**src/rtl/xbar_cmd_pkg.sv**
```systemverilog
// Shared definitions for the crossbar command sequencer.
//   - Opcode bytes accepted from the UART receiver.
//   - Status bytes returned to the UART transmitter.
//   - Sequencer state encoding and a helper that tells which states are busy.
package xbar_cmd_pkg;

    // Frame opcodes
    localparam logic [7:0] OP_LINK    = 8'h4C;  // 'L' f t
    localparam logic [7:0] OP_CLEAR   = 8'h43;  // 'C' t
    localparam logic [7:0] OP_ZAP     = 8'h5A;  // 'Z'

    // Status replies
    localparam logic [7:0] ST_OK      = 8'h4B;  // 'K'
    localparam logic [7:0] ST_BAD     = 8'h3F;  // '?'
    localparam logic [7:0] ST_TIMEOUT = 8'h54;  // 'T'
    localparam logic [7:0] ST_OVERRUN = 8'h21;  // '!'

    typedef enum logic [2:0] {
        S_IDLE,
        S_ARG1,
        S_ARG2,
        S_SETUP,
        S_PUT_H,
        S_PUT_L,
        S_ZAP,
        S_REPLY
    } state_t;

    // Only the frame-collecting states accept bytes; everywhere else a
    // received byte is an overrun.
    function automatic logic is_busy(input state_t s);
        return !(s == S_IDLE || s == S_ARG1 || s == S_ARG2);
    endfunction

endpackage

```
**src/rtl/xbar_cmd_timer.sv**
```systemverilog
// Loadable down-counter with a zero flag.
// One instance is shared by the put-high, put-low and inter-byte timeout
// intervals, since at most one of them is running at any time.
// Ports:
//   clk, reset   clock and asynchronous active-high reset
//   load         load 'value' this cycle (takes priority over counting)
//   value        reload value; the interval lasts value+1 cycles
//   zero         high while the count is zero (counter parks at zero)
module xbar_cmd_timer #(
    parameter int CW = 10
) (
    input  logic          clk,
    input  logic          reset,
    input  logic          load,
    input  logic [CW-1:0] value,
    output logic          zero
);

    logic [CW-1:0] cnt;

    always_ff @(posedge clk or posedge reset) begin
        if (reset) begin
            cnt <= '0;
        end else if (load) begin
            cnt <= value;
        end else if (cnt != '0) begin
            cnt <= cnt - 1'b1;
        end
    end

    assign zero = (cnt == '0);

endmodule

```
**src/rtl/xbar_cmd.sv**
```systemverilog
// Command sequencer in front of the crossbar switch.
// Parses 'L' f t / 'C' t / 'Z' frames from the UART receiver, drives the
// crossbar from/to/put/xb_reset pins with setup, strobe and hold timing, and
// returns one status byte per command.
// Ports:
//   clk, reset   clock and asynchronous active-high reset
//   rx_valid     rx_data valid for exactly this cycle (no backpressure)
//   rx_data      received byte
//   tx_ready     UART tx can accept a byte
//   tx_valid     status byte offered
//   tx_data      status byte
//   from, to     crossbar source / destination column (from = all-ones clears)
//   put          crossbar strobe: latch on rise, apply on fall
//   xb_reset     one-cycle crossbar reset pulse
//   busy         high outside IDLE/ARG1/ARG2
//   dbg_state    current sequencer state
//
// Handshake: tx_valid/tx_ready is a strict valid/ready pair. Once tx_valid
// rises, tx_data is held stable and tx_valid stays high until the cycle in
// which tx_ready is also high; the byte transfers on that clock edge.
module xbar_cmd
    import xbar_cmd_pkg::*;
#(
    parameter int W       = 8,
    parameter int IN      = 8,
    parameter int OUT     = 8,
    parameter int PUT_HI  = 2,
    parameter int PUT_LO  = 2,
    parameter int TIMEOUT = 1000
) (
    input  logic         clk,
    input  logic         reset,
    input  logic         rx_valid,
    input  logic [7:0]   rx_data,
    input  logic         tx_ready,
    output logic         tx_valid,
    output logic [7:0]   tx_data,
    output logic [W-1:0] from,
    output logic [W-1:0] to,
    output logic         put,
    output logic         xb_reset,
    output logic         busy,
    output state_t       dbg_state
);

    localparam int MAXV_A = (PUT_HI > PUT_LO) ? PUT_HI : PUT_LO;
    localparam int MAXV   = (TIMEOUT > MAXV_A) ? TIMEOUT : MAXV_A;
    localparam int CW     = $clog2(MAXV + 1);

    state_t        state;
    logic [7:0]    op;
    logic          overrun;
    logic          overrun_hit;
    logic          to_ok;
    logic          from_ok;
    logic [7:0]    rep_ok;
    logic [7:0]    rep_bad;
    logic [7:0]    rep_tmo;
    logic          tmr_load;
    logic [CW-1:0] tmr_value;
    logic          tmr_zero;

    assign dbg_state   = state;
    assign overrun_hit = rx_valid && is_busy(state);

    // Address checks are unsigned on the raw values; a clear carries
    // from = all-ones legitimately, so only a link checks its source.
    assign to_ok   = ({24'd0, rx_data} < 32'(OUT));
    assign from_ok = (op == OP_CLEAR) || (32'(from) < 32'(IN));

    // A byte lost while busy replaces whatever status this command earns.
    // The byte arriving on the very edge that enters REPLY must count too.
    assign rep_ok  = (overrun || overrun_hit) ? ST_OVERRUN : ST_OK;
    assign rep_bad = (overrun || overrun_hit) ? ST_OVERRUN : ST_BAD;
    assign rep_tmo = (overrun || overrun_hit) ? ST_OVERRUN : ST_TIMEOUT;

    // Timer reloads: inter-byte timeout on every accepted frame byte,
    // strobe width on SETUP->PUT_H, hold time on PUT_H->PUT_L.
    always_comb begin
        tmr_load  = 1'b0;
        tmr_value = '0;
        case (state)
            S_IDLE: begin
                if (rx_valid && (rx_data == OP_LINK || rx_data == OP_CLEAR)) begin
                    tmr_load  = 1'b1;
                    tmr_value = CW'(TIMEOUT - 1);
                end
            end
            S_ARG1: begin
                if (rx_valid) begin
                    tmr_load  = 1'b1;
                    tmr_value = CW'(TIMEOUT - 1);
                end
            end
            S_SETUP: begin
                tmr_load  = 1'b1;
                tmr_value = CW'(PUT_HI - 1);
            end
            S_PUT_H: begin
                if (tmr_zero) begin
                    tmr_load  = 1'b1;
                    tmr_value = CW'(PUT_LO - 1);
                end
            end
            default: ;
        endcase
    end

    xbar_cmd_timer #(.CW(CW)) u_timer (
        .clk   (clk),
        .reset (reset),
        .load  (tmr_load),
        .value (tmr_value),
        .zero  (tmr_zero)
    );

    always_ff @(posedge clk or posedge reset) begin
        if (reset) begin
            state    <= S_IDLE;
            op       <= 8'h00;
            from     <= '0;
            to       <= '0;
            put      <= 1'b0;
            xb_reset <= 1'b0;
            tx_valid <= 1'b0;
            tx_data  <= 8'h00;
            busy     <= 1'b0;
            overrun  <= 1'b0;
        end else begin
            // Sticky until the reply goes out; a new loss on that same edge wins.
            overrun <= overrun_hit || (overrun && !(tx_valid && tx_ready));

            case (state)
                S_IDLE: begin
                    if (rx_valid) begin
                        op <= rx_data;
                        case (rx_data)
                            OP_LINK: state <= S_ARG1;
                            OP_CLEAR: begin
                                from  <= '1;
                                state <= S_ARG2;
                            end
                            OP_ZAP: begin
                                xb_reset <= 1'b1;
                                busy     <= 1'b1;
                                state    <= S_ZAP;
                            end
                            default: begin
                                tx_valid <= 1'b1;
                                tx_data  <= rep_bad;
                                busy     <= 1'b1;
                                state    <= S_REPLY;
                            end
                        endcase
                    end
                end
                S_ARG1: begin
                    if (rx_valid) begin
                        from  <= W'(rx_data);
                        state <= S_ARG2;
                    end else if (tmr_zero) begin
                        tx_valid <= 1'b1;
                        tx_data  <= rep_tmo;
                        busy     <= 1'b1;
                        state    <= S_REPLY;
                    end
                end
                S_ARG2: begin
                    if (rx_valid) begin
                        to   <= W'(rx_data);
                        busy <= 1'b1;
                        if (to_ok && from_ok) begin
                            state <= S_SETUP;
                        end else begin
                            tx_valid <= 1'b1;
                            tx_data  <= rep_bad;
                            state    <= S_REPLY;
                        end
                    end else if (tmr_zero) begin
                        tx_valid <= 1'b1;
                        tx_data  <= rep_tmo;
                        busy     <= 1'b1;
                        state    <= S_REPLY;
                    end
                end
                S_SETUP: begin
                    put   <= 1'b1;
                    state <= S_PUT_H;
                end
                S_PUT_H: begin
                    if (tmr_zero) begin
                        put   <= 1'b0;
                        state <= S_PUT_L;
                    end
                end
                S_PUT_L: begin
                    if (tmr_zero) begin
                        tx_valid <= 1'b1;
                        tx_data  <= rep_ok;
                        state    <= S_REPLY;
                    end
                end
                S_ZAP: begin
                    xb_reset <= 1'b0;
                    tx_valid <= 1'b1;
                    tx_data  <= rep_ok;
                    state    <= S_REPLY;
                end
                S_REPLY: begin
                    if (tx_ready) begin
                        tx_valid <= 1'b0;
                        busy     <= 1'b0;
                        state    <= S_IDLE;
                    end
                end
                default: begin
                    state <= S_IDLE;
                end
            endcase
        end
    end

endmodule

```
**config.mk**
```make
export PLATFORM = sky130hd
export DESIGN_NAME = xbar_cmd
export DESIGN_NICKNAME = d
export VERILOG_FILES = /design/src/rtl/xbar_cmd_pkg.sv /design/src/rtl/xbar_cmd_timer.sv /design/src/rtl/xbar_cmd.sv
export SDC_FILE = /design/constraint.sdc
export NUM_CORES = 1
export LEC_CHECK = 0
export ABC_AREA = 1
export CAP_MARGIN = 20
export CORE_MARGIN = 2
export CORE_UTILIZATION = 52
export DETAILED_ROUTE_END_ITERATION = 6
export PLACE_DENSITY = 0.77
export SLEW_MARGIN = 20
export SYNTH_ARGS = -nofsm -noshare
export SYNTH_HDL_FRONTEND = slang
export SYNTH_SLANG_ARGS = --single-unit
```
**constraint.sdc**
```tcl
create_clock -name clk -period 2.3 [get_ports clk]
set_clock_uncertainty 0.2 [all_clocks]
set_input_delay 0.23 -clock clk [delete_from_list [all_inputs] [get_ports clk]]
set_output_delay 0.23 -clock clk [all_outputs]
set_load 0.02 [all_outputs]
```
==> summary.md <==
| Metric | Value |
|---|---|
| Post-synthesis sequential area ratio | 42.4% |
| RSZ-0062 raised after global routing | false |
| Worst-Margin Slew | 0.579 ns |
| Clock buffer depth | 2 |
| ANT cells | 0 |
| Avg Cell Area, Syn | about 7.7 µm² |
| Synth warn | 0 |
| TritonCTS clock tree | built |
| Hold-fix buffers, CTS | 0 |
| Final hold violations | 0 |
| # resized after CTS | 0 |
| DP HPWL | 5.27 mm |
| Syn Nets | ~400 |
| Drt pass-1 iters | 5 |
| Mapped Cells | 382 |
| DR vias | roughly 2,600 |
| Worst Hold Class | in2async |
| Final min period | ~2.2 ns |
| Max-slew violations | 0 |
| R2r setup slk | ~0.30 ns |
| Initial Util | 53.6% |
| Grt total ovfl | 0 |
| Vias in the first global route | 2,527 |
| R2r startpoint | dbg_state[2] |
| Crit Path Category | reg2out |
| PortBufs | 42 |
| Crit path max fanout | 9 |
| # IOs | 43 |
| Post-CTS setup buffers | 0 |
| Critical Path RT | 1.87 ns |
| Clock sink count | 50 |
| Peak supply drop | 711 µV |
| Total Wirelength | 6.90 mm |
| Area of the multi-input gates | 0.00147 mm² |
| Die Area | 0.00629 mm² |
| Site row count | 27 |
| Wirelength per Cell | approximately 14 µm |
| Chip width | between 70 and 80 µm |
| Period utilization | roughly 95% |
| Initial antenna violation count | 0 |
| Final ANT Viol Nets | 0 |
| CORE AREA | 0.00551 mm² |
| Power Dens Cells | 1380 mW/mm² |
| Post-synth EDFFs | 0 |
| WP data arrival | 1.76 ns |
| Run status | finished clean |
| Layout cells sized above 1 | between 10% and 20% |
| Design Power | 4.88 mW |
| DRT iter0 DRCs | 152 |
| CP Launch Type | flop |
| Critical path capture point type | output pin |
| Yosys reg bits | 50 |
| Slowest stage delay, CP | between 0.7 and 0.8 ns |
| Fill cells | 503 |
| Worst skew pair latency | 0.31 ns |
| Setup violations, final | 0 |
| DRC | 0 |
| Non-filler instance count after layout | 500 |
| Asr flop ratio synth | 100% |
| Dpl cells | between 400 and 500 |
| Root buffer cell | clkbuf_8 |
| F_max | 456 MHz |
| Top FF cell, synth | dfrtp_1 |
| GRT Total Usage | 24.2% |
| Worst path cell trace | clkdlybuf4s50_1 |
| Reg2reg end | tx_data[4] |
| H-Tree Depth | 2 |
| Global-route wire length before repair | about 12 mm |
| Synthesized cell area | 0.00295 mm² |
| CTS clk-pin slew, worst paths | 0.10 ns |
| P&R area growth vs syn | 19.9% |
| Top delay family on crit path | buffers and inverters |
| Storage cell area | 0.00125 mm² |
| Vias per cell | 5.18 |
| Leak | 1.72 nW |
| CTS Buf Count | 5 |
| Slew margin rel. | 61.4% |
| Vert. Die Dim | 79.3 µm |
| Yosys cell types | 36 |
| Worst r2r path cells | 9 |
| Nets | 441 |
| Total negative slack | 0 ns |
| Largest net degree at the start of global routing | 33 |
| Buf/Inv on CP | 1 |
| Slowest cell on the critical path | clkdlybuf4s50_1 |
| GP Congestion | just over 0.9 |
| Max-Cap Viols | 0 |
-- through the flow --
step / worst slack (ns) / cell area (µm²) / hold slack, ns / util (%)
6_report: 0.108 / 3540 / 0.0259 / 64.3
5_1_grt: 0.0536 / 3540 / 0.0649 / 64.3
4_1_cts: 0.0945 / 3540 / 0.0303 / 64.3
3_5_place_dp: 0.217 / 3440 / 0.281 / 62.6
3_3_place_gp: 0.267 / 3440 / 0.266 / 62.6
2_1_floorplan: 0.607 / 2950 / 0.143 / -
-- cell usage after synthesis (all sizes together) (2+ instances only) --
cell type	instances	share of area, %
a21oi	22	4.2
a31oi	2	0.42
buf	6	1.7
dfrtp	50	42
ha	2	0.85
inv	43	5.7
nand2	124	17
nand3	32	7.0
nand4	2	0.42
nor2	51	10
nor3	4	0.85
o21ai	34	6.3
o21bai	2	0.89
xor2	3	0.89
-- how the worst max path moves through the flow --
stage,start,end,cells after the start
3_5_place_dp,rx_data[4],tx_data[1],12
3_3_place_gp,rx_data[5],tx_data[4],12
2_1_floorplan,u_timer.cnt[0],tx_data[2],9
4_1_cts,dbg_state[1],dbg_state[1],1
5_1_grt,dbg_state[1],dbg_state[1],1
6_report,dbg_state[1],dbg_state[1],1
-- sequential cells by signal, indices dropped and copies added (netlist names) --
| signal | count |
|---|---|
| tx_data | 8 |
| xb_reset | 1 |
| u_timer.cnt | 10 |
| to | 8 |
| overrun | 1 |
| busy | 1 |
| op | 8 |
| put | 1 |
| from | 8 |
| tx_valid | 1 |
| dbg_state | 3 |
-- per-layer routing --
| metal | vias up | routed length [µm] | track usage [%] |
|---|---|---|---|
| met4 | 0 | 92 | 6.38 |
| li1 | 1302 | - | - |
| met3 | 9 | 453 | 4.32 |
| met5 | - | 0 | 0 |
| met1 | 1190 | 3000 | 33.2 |
| met2 | 88 | 3350 | 39.7 |
-- where the power goes --
part | internal [mW] | switching (mW)
clock | 0.220 | 0.315
sequential | 1.28 | 0.364
combinational | 1.10 | 1.59
-- cells by family (layout without fill, tap and decap cells) --
family,after synthesis,in the layout,share of synthesized area (%)
AO/OA/AOI/OAI,61,61,12.1
XOR/XNOR,4,4,1.19
flip-flops,50,50,42.4
AND/OR/NAND/NOR,214,214,35.7
buffers and inverters,51,97,7.80
adder cells (fa/ha/maj),2,2,0.848
-- placed cells by master, fill, tap and decap left out, types with 3 or more instances in the layout --
cell,instances
clkbuf_8,5
nor2_4,7
nor2_1,39
inv_4,3
inv_1,30
nand2_1,112
nand3_1,26
xor2_1,3
nand3_2,4
a21oi_1,20
nor3_1,3
o21ai_0,28
dfrtp_1,50
nor2_8,3
o21ai_1,4
nand2_2,10
clkdlybuf4s50_1,42
inv_2,10
-- cell type report --
type	instances	share of cell area [%]
multi-input cells	281	41.5
flip-flops and latches	50	35.4
repair buffers	45	12.9
inverters	44	5.02
well taps	72	2.55
clock buffers	5	1.94
clock inverters	3	0.707
(Power assumes the default switching activity.)
